$ cat config.mk
export PLATFORM = sky130hd
export DESIGN_NAME = div
export DESIGN_NICKNAME = d
export VERILOG_FILES = /design/src/rtl/div_pkg.sv /design/src/rtl/div.sv
export SDC_FILE = /design/constraint.sdc
export NUM_CORES = 1
export LEC_CHECK = 0
export CELL_PAD_IN_SITES_DETAIL_PLACEMENT = 0
export CELL_PAD_IN_SITES_GLOBAL_PLACEMENT = 1
export CORE_UTILIZATION = 40
export CTS_BUF_LIST = sky130_fd_sc_hd__clkbuf_8
export CTS_CLUSTER_DIAMETER = 100
export DETAILED_ROUTE_END_ITERATION = 12
export PLACE_DENSITY_LB_ADDON = 0.1
export SYNTH_ARGS = -nofsm -noshare
export SYNTH_HDL_FRONTEND = slang
export SYNTH_SLANG_ARGS = --single-unit
$ cat constraint.sdc
create_clock -name clk -period 9.1 [get_ports clk]
set_input_delay 1.82 -clock clk [delete_from_list [all_inputs] [get_ports clk]]
set_output_delay 1.82 -clock clk [all_outputs]
set_load 0.1 [all_outputs]
$ cat src/rtl/div_pkg.sv
// Shared definitions for the multi-cycle integer divider: FSM states,
// iteration count, zero constants and the execute-stage divide opcodes.
package div_pkg;

   typedef enum logic [1:0] {
      DIV_FREE    = 2'b00,
      DIV_BY_ZERO = 2'b01,
      DIV_ON      = 2'b10,
      DIV_END     = 2'b11
   } div_state_t;

   localparam int          DIV_ITER   = 32;
   localparam logic [31:0] ZERO_WORD  = 32'h0000_0000;
   localparam logic [63:0] ZERO_DWORD = 64'h0000_0000_0000_0000;

   localparam logic [7:0] EXE_DIV_OP  = 8'b0001_1010;
   localparam logic [7:0] EXE_DIVU_OP = 8'b0001_1011;

   // Magnitude of a two's-complement word; 0x80000000 maps to itself,
   // which is the correct unsigned magnitude.
   function automatic logic [31:0] abs_word(input logic [31:0] w);
      return w[31] ? (~w + 32'd1) : w;
   endfunction

endpackage

$ cat src/rtl/div.sv
// Restoring radix-2 divider: 32 iterations, signed fixup, result held in END
// while start stays high.
module div
   import div_pkg::*;
(
   input  logic        clk,
   input  logic        rst,
   input  logic        signed_div_i,
   input  logic [31:0] opdata1_i,
   input  logic [31:0] opdata2_i,
   input  logic        start_i,
   input  logic        annul_i,
   output logic [63:0] result_o,
   output logic        ready_o
);

   div_state_t  state;
   logic [5:0]  cnt;
   logic [64:0] work;
   logic [31:0] divisor;
   logic        signed_op;
   logic        sign1;
   logic        sign2;

   logic [33:0] rem_shift;
   logic [33:0] trial;
   logic        take;
   logic [32:0] next_rem;
   logic [31:0] next_quo;
   logic [31:0] quo_fix;
   logic [31:0] rem_fix;

   // One restoring step: shift the next dividend bit into the partial
   // remainder and keep the subtraction only when it does not go negative.
   always_comb begin
      rem_shift = {work[64:32], work[31]};
      trial     = rem_shift - {2'b00, divisor};
      take      = ~trial[33];
      next_rem  = take ? trial[32:0] : rem_shift[32:0];
      next_quo  = {work[30:0], take};
      quo_fix   = (signed_op && (sign1 ^ sign2)) ? (~next_quo + 32'd1) : next_quo;
      rem_fix   = (signed_op && sign1) ? (~next_rem[31:0] + 32'd1) : next_rem[31:0];
   end

   always_ff @(posedge clk or posedge rst) begin
      if (rst) begin
         state     <= DIV_FREE;
         cnt       <= 6'd0;
         work      <= 65'd0;
         divisor   <= ZERO_WORD;
         signed_op <= 1'b0;
         sign1     <= 1'b0;
         sign2     <= 1'b0;
         result_o  <= ZERO_DWORD;
         ready_o   <= 1'b0;
      end else if (annul_i) begin
         state    <= DIV_FREE;
         cnt      <= 6'd0;
         result_o <= ZERO_DWORD;
         ready_o  <= 1'b0;
      end else begin
         case (state)
            DIV_FREE: begin
               result_o <= ZERO_DWORD;
               ready_o  <= 1'b0;
               if (start_i) begin
                  signed_op <= signed_div_i;
                  sign1     <= opdata1_i[31];
                  sign2     <= opdata2_i[31];
                  cnt       <= 6'd0;
                  work      <= {33'd0, signed_div_i ? abs_word(opdata1_i) : opdata1_i};
                  divisor   <= signed_div_i ? abs_word(opdata2_i) : opdata2_i;
                  state     <= (opdata2_i == ZERO_WORD) ? DIV_BY_ZERO : DIV_ON;
               end
            end
            DIV_BY_ZERO: begin
               if (!start_i) begin
                  state <= DIV_FREE;
               end else begin
                  work  <= 65'd0;
                  state <= DIV_END;
               end
            end
            // The last iteration writes the sign-corrected {rem, quo} so END
            // only has to copy it out.
            DIV_ON: begin
               if (!start_i) begin
                  state <= DIV_FREE;
                  cnt   <= 6'd0;
               end else if (cnt == 6'(DIV_ITER - 1)) begin
                  work  <= {1'b0, rem_fix, quo_fix};
                  cnt   <= 6'd0;
                  state <= DIV_END;
               end else begin
                  work <= {next_rem, next_quo};
                  cnt  <= cnt + 6'd1;
               end
            end
            DIV_END: begin
               if (start_i) begin
                  result_o <= work[63:0];
                  ready_o  <= 1'b1;
               end else begin
                  result_o <= ZERO_DWORD;
                  ready_o  <= 1'b0;
                  state    <= DIV_FREE;
               end
            end
            default: state <= DIV_FREE;
         endcase
      end
   end

endmodule

==> out/qor.json <==
{
  "areaGrowthSynthToFinish": {"value": 16.9, "unit": "%"},
  "worst_path_largest_cell_delay": {"value": 0.77, "unit": "ns"},
  "vias": {"value": 10900},
  "worstMarginPinSlew": {"value": 1.05, "unit": "ns"},
  "detail_route.first_pass.iterations": {"value": 5},
  "synth.lib_cells_used.distinct": {"value": 74},
  "drv_cap": {"value": 0},
  "maximum_number_of_pins_on_one_net_before_global_route_repair": {"value": 103},
  "ys_warn_count": {"value": 0},
  "clk_transition_reported_paths": {"value": 0.11, "unit": "ns"},
  "timing.critical_path.required": {"value": 9.47, "unit": "ns"},
  "timing.critical_path.slowest_stage_cell": {"value": "sky130_fd_sc_hd__nor3_2"},
  "viasPerCell": {"value": 5.72},
  "netlist.top_cell.by_area": {"value": "sky130_fd_sc_hd__dfrtp_1"},
  "post-route-drc-count": {"value": 0},
  "cts_tree": {"value": "yes"},
  "clock_latency": {"value": 0.48, "unit": "ns"},
  "rsz_0062_raised_after_global_routing": {"value": "false"},
  "biggest_area_contributors_in_the_synthesized_netlist": {"value": "sky130_fd_sc_hd__dfrtp_1 36%, sky130_fd_sc_hd__o21ai_0 6.0%, sky130_fd_sc_hd__xor2_1 5.7%, sky130_fd_sc_hd__nand2_1 5.2%, sky130_fd_sc_hd__a22o_1 4.9%"},
  "worst-path-max-fanout": {"value": 11},
  "arrival": {"value": 6.02, "unit": "ns"},
  "total_length_of_routed_wires": {"value": 37200, "unit": "um"},
  "synth-seq-area-share": {"value": 0.359},
  "ffs_latches_synth": {"value": 173},
  "yosysTopAreaCellShare": {"value": 0.359},
  "outcome": {"value": "finished clean"},
  "num_antenna_cells": {"value": 0},
  "global_route.overflow_total": {"value": 0},
  "initial_core_util": {"value": 0.407},
  "timing.critical_path.mode_cell": {"value": "sky130_fd_sc_hd__ha_1"},
  "fin_worst_hold_slack": {"value": 0.485, "unit": "ns"},
  "fp-row-count": {"value": 63},
  "vdd.ir_drop.worst": {"value": 0.000130, "unit": "V"},
  "synthCells": {"value": 1405},
  "syn-mean-instance-area": {"value": 8.59, "unit": "um^2"},
  "final.setup.tns": {"value": 0, "unit": "ns"},
  "dp_worst_setup_slack": {"value": 3.53, "unit": "ns"},
  "cts_sinks": {"value": 173},
  "report.final.slew_viol_count": {"value": 0},
  "worstSetupStartpointType": {"value": "register"},
  "async_set_or_reset_flop_fraction_in_the_synthesized_netlist": {"value": 1.00},
  "mappedNetlistNets": {"value": 1516},
  "cts.hold.buffers_added": {"value": 0},
  "wl_per_cell": {"value": 19.6, "unit": "um"},
  "timing.critical_path.cells": {"value": "ha_1, a21o_1, a221o_1, a221oi_2, a2111oi_2, nor3_2, nor2_4, inv_2, mux2i_1, ha_1, nand2_1, nor4_1, o21ai_0, or3_1, a21oi_1, a31oi_1, xnor2_1, a22o_1"},
  "fp.dieH": {"value": 176, "unit": "um"},
  "finalSetupViolCount": {"value": 0},
  "cts-root-buf": {"value": "sky130_fd_sc_hd__clkbuf_8"},
  "clock_tree.buffer_depth": {"value": 2},
  "period_needed": {"value": 5.65, "unit": "ns"},
  "detail-route-antenna-nets": {"value": 0},
  "hold_path.class": {"value": "reg2reg"},
  "post_synth_design_cell_area": {"value": 12100, "unit": "um^2"},
  "critical_setup_path_class": {"value": "reg2reg"},
  "dpl.hpwl": {"value": 27800, "unit": "um"},
  "final_hold_violation_count": {"value": 0},
  "fin_worst_skew": {"value": 0.0263, "unit": "ns"},
  "fp.dieArea": {"value": 30900, "unit": "um^2"},
  "max_slew_margin": {"value": 0.299},
  "leakagePower": {"value": 5.87, "unit": "nW"},
  "grt.total_usage": {"value": 0.245},
  "htreeDepth": {"value": 4},
  "antenna_found_initial": {"value": 0},
  "placement.io_buffers": {"value": 133},
  "tritoncts_buffer_count": {"value": 17},
  "power.density": {"value": 217, "unit": "nW/um^2"},
  "post_cts.resized_instances": {"value": 0},
  "nets": {"value": 1606},
  "finalWorstSetupSlack": {"value": 3.45, "unit": "ns"},
  "layout-drive-gt1-share": {"value": 0.0477},
  "postCtsSetupBuffers": {"value": 0},
  "layout.filler_cells": {"value": 2942},
  "dr.first_iter.drc_count": {"value": 831},
  "core_area": {"value": 29600, "unit": "um^2"},
  "gpl.final_weighted_congestion": {"value": 0.931},
  "first_pass_grt_wire_length": {"value": 59000, "unit": "um"},
  "synth_edf_count": {"value": 0},
  "die_extent_in_x": {"value": 176, "unit": "um"},
  "vias_in_the_first_global_route": {"value": 10200},
  "fmax": {"value": 0.177, "unit": "GHz"},
  "timing.final.crit_share": {"value": 0.621},
  "most_frequently_used_flop_master_after_synthesis": {"value": "sky130_fd_sc_hd__dfrtp_1"},
  "design.portCount": {"value": 134},
  "critical_path.endpoint_type": {"value": "register"}
}
## metrics by stage
stage | power, mW | instance area (um^2) | instances | utilization
2_1_floorplan | 2.05 | 12100 | 1405 | -
3_3_place_gp | 2.50 | 13700 | 1866 | 0.462
3_5_place_dp | 2.49 | 13700 | 1866 | 0.462
4_1_cts | 3.06 | 14100 | 1898 | 0.476
5_1_grt | 3.28 | 14100 | 1898 | 0.476
6_report | 3.06 | 14100 | 1898 | 0.476
## placed cells by master, fill, tap and decap left out, drive strengths merged, types with 13 or more instances in the layout
cell type | Yosys | routed
nand2 | 166 | 166
dfrtp | 173 | 173
nor4 | 16 | 16
nor3 | 32 | 32
o21ai | 157 | 157
inv | 55 | 63
clkbuf | 57 | 17
nand3 | 16 | 16
a22oi | 21 | 21
and2 | 16 | 16
ha | 41 | 41
a22o | 67 | 67
a21oi | 77 | 77
o41ai | 13 | 13
or3 | 22 | 22
nor2 | 90 | 90
a31oi | 20 | 20
clkdlybuf4s50 | 0 | 133
xor2 | 78 | 78
xnor2 | 62 | 62
a21o | 13 | 13
mux2i | 26 | 26
o31ai | 28 | 28
## final timing paths
kind                       cells past startpoint        from            to  slack (ns)
setup / recovery                              18    work[37]      work[62]        3.45
hold / removal                                 2  divisor[3]    divisor[3]        0.48
setup reg to reg                              18    work[37]      work[62]        3.45
hold reg to reg                                2  divisor[3]    divisor[3]        0.48
max in group asynchronous                      4         rst    divisor[5]        5.39
min in group asynchronous                      2         rst  result_o[10]        1.75
## final cells by class
cell class / instances / area [um^2] / area share
clock buffers: 17 / 234 / 0.0166
clock inverters: 15 / 166 / 0.0118
inverters: 55 / 211 / 0.0150
multi-input cells: 1104 / 7260 / 0.515
flip-flops and latches: 173 / 4330 / 0.307
well taps: 390 / 488 / 0.0346
repair buffers: 144 / 1410 / 0.100
## registers in the layout, indices dropped and copies added, names as in the netlist
register,count
sign2,1
divisor,32
ready_o,1
work,65
sign1,1
signed_op,1
result_o,64
cnt,6
state,2
## where the power goes
part           internal (mW)  switching, mW  total [mW]
Combinational          0.473          0.943        1.42
Sequential             0.912          0.166        1.08
Clock                  0.209          0.359       0.567
## layer usage
metal  share of wire  track usage
met1            0.51        0.377
met2            0.43        0.365
met3           0.043       0.0255
met4           0.013       0.0554
met5               0            0
## critical path: cells and delay by family, from the launching register on
kind	cells	cell delay, ns
buffers and inverters	1	0.12
adder cells (fa/ha/maj)	2	0.70
AND/OR/NAND/NOR	5	1.63
AO/OA/AOI/OAI	8	2.22
XOR/XNOR	1	0.16
multiplexers	1	0.26
flip-flops	1	0.46
## cells in the mapped netlist (22+ instances only)
cell type	number
sky130_fd_sc_hd__dfrtp_1	173
sky130_fd_sc_hd__nand2_1	166
sky130_fd_sc_hd__o31ai_1	27
sky130_fd_sc_hd__mux2i_1	26
sky130_fd_sc_hd__ha_1	41
sky130_fd_sc_hd__xnor2_1	62
sky130_fd_sc_hd__nor2_1	89
sky130_fd_sc_hd__xor2_1	78
sky130_fd_sc_hd__inv_1	53
sky130_fd_sc_hd__a21oi_1	77
sky130_fd_sc_hd__nor3_1	31
sky130_fd_sc_hd__o21ai_0	144
sky130_fd_sc_hd__clkbuf_1	57
sky130_fd_sc_hd__or3_1	22
sky130_fd_sc_hd__a22o_1	67
## logic make-up after synthesis
| kind of cell | count (synthesis) | share of synthesized area |
|---|---|---|
| buffers and inverters | 128 | 0.0417 |
| and+or+nand+nor | 425 | 0.166 |
| DFF | 173 | 0.359 |
| adders and majority gates | 42 | 0.0442 |
| AOI/OAI and AO/OA | 463 | 0.259 |
| muxes | 34 | 0.0290 |
| xor gates and xnor gates | 140 | 0.102 |
Power figures use the tool's default switching activity.
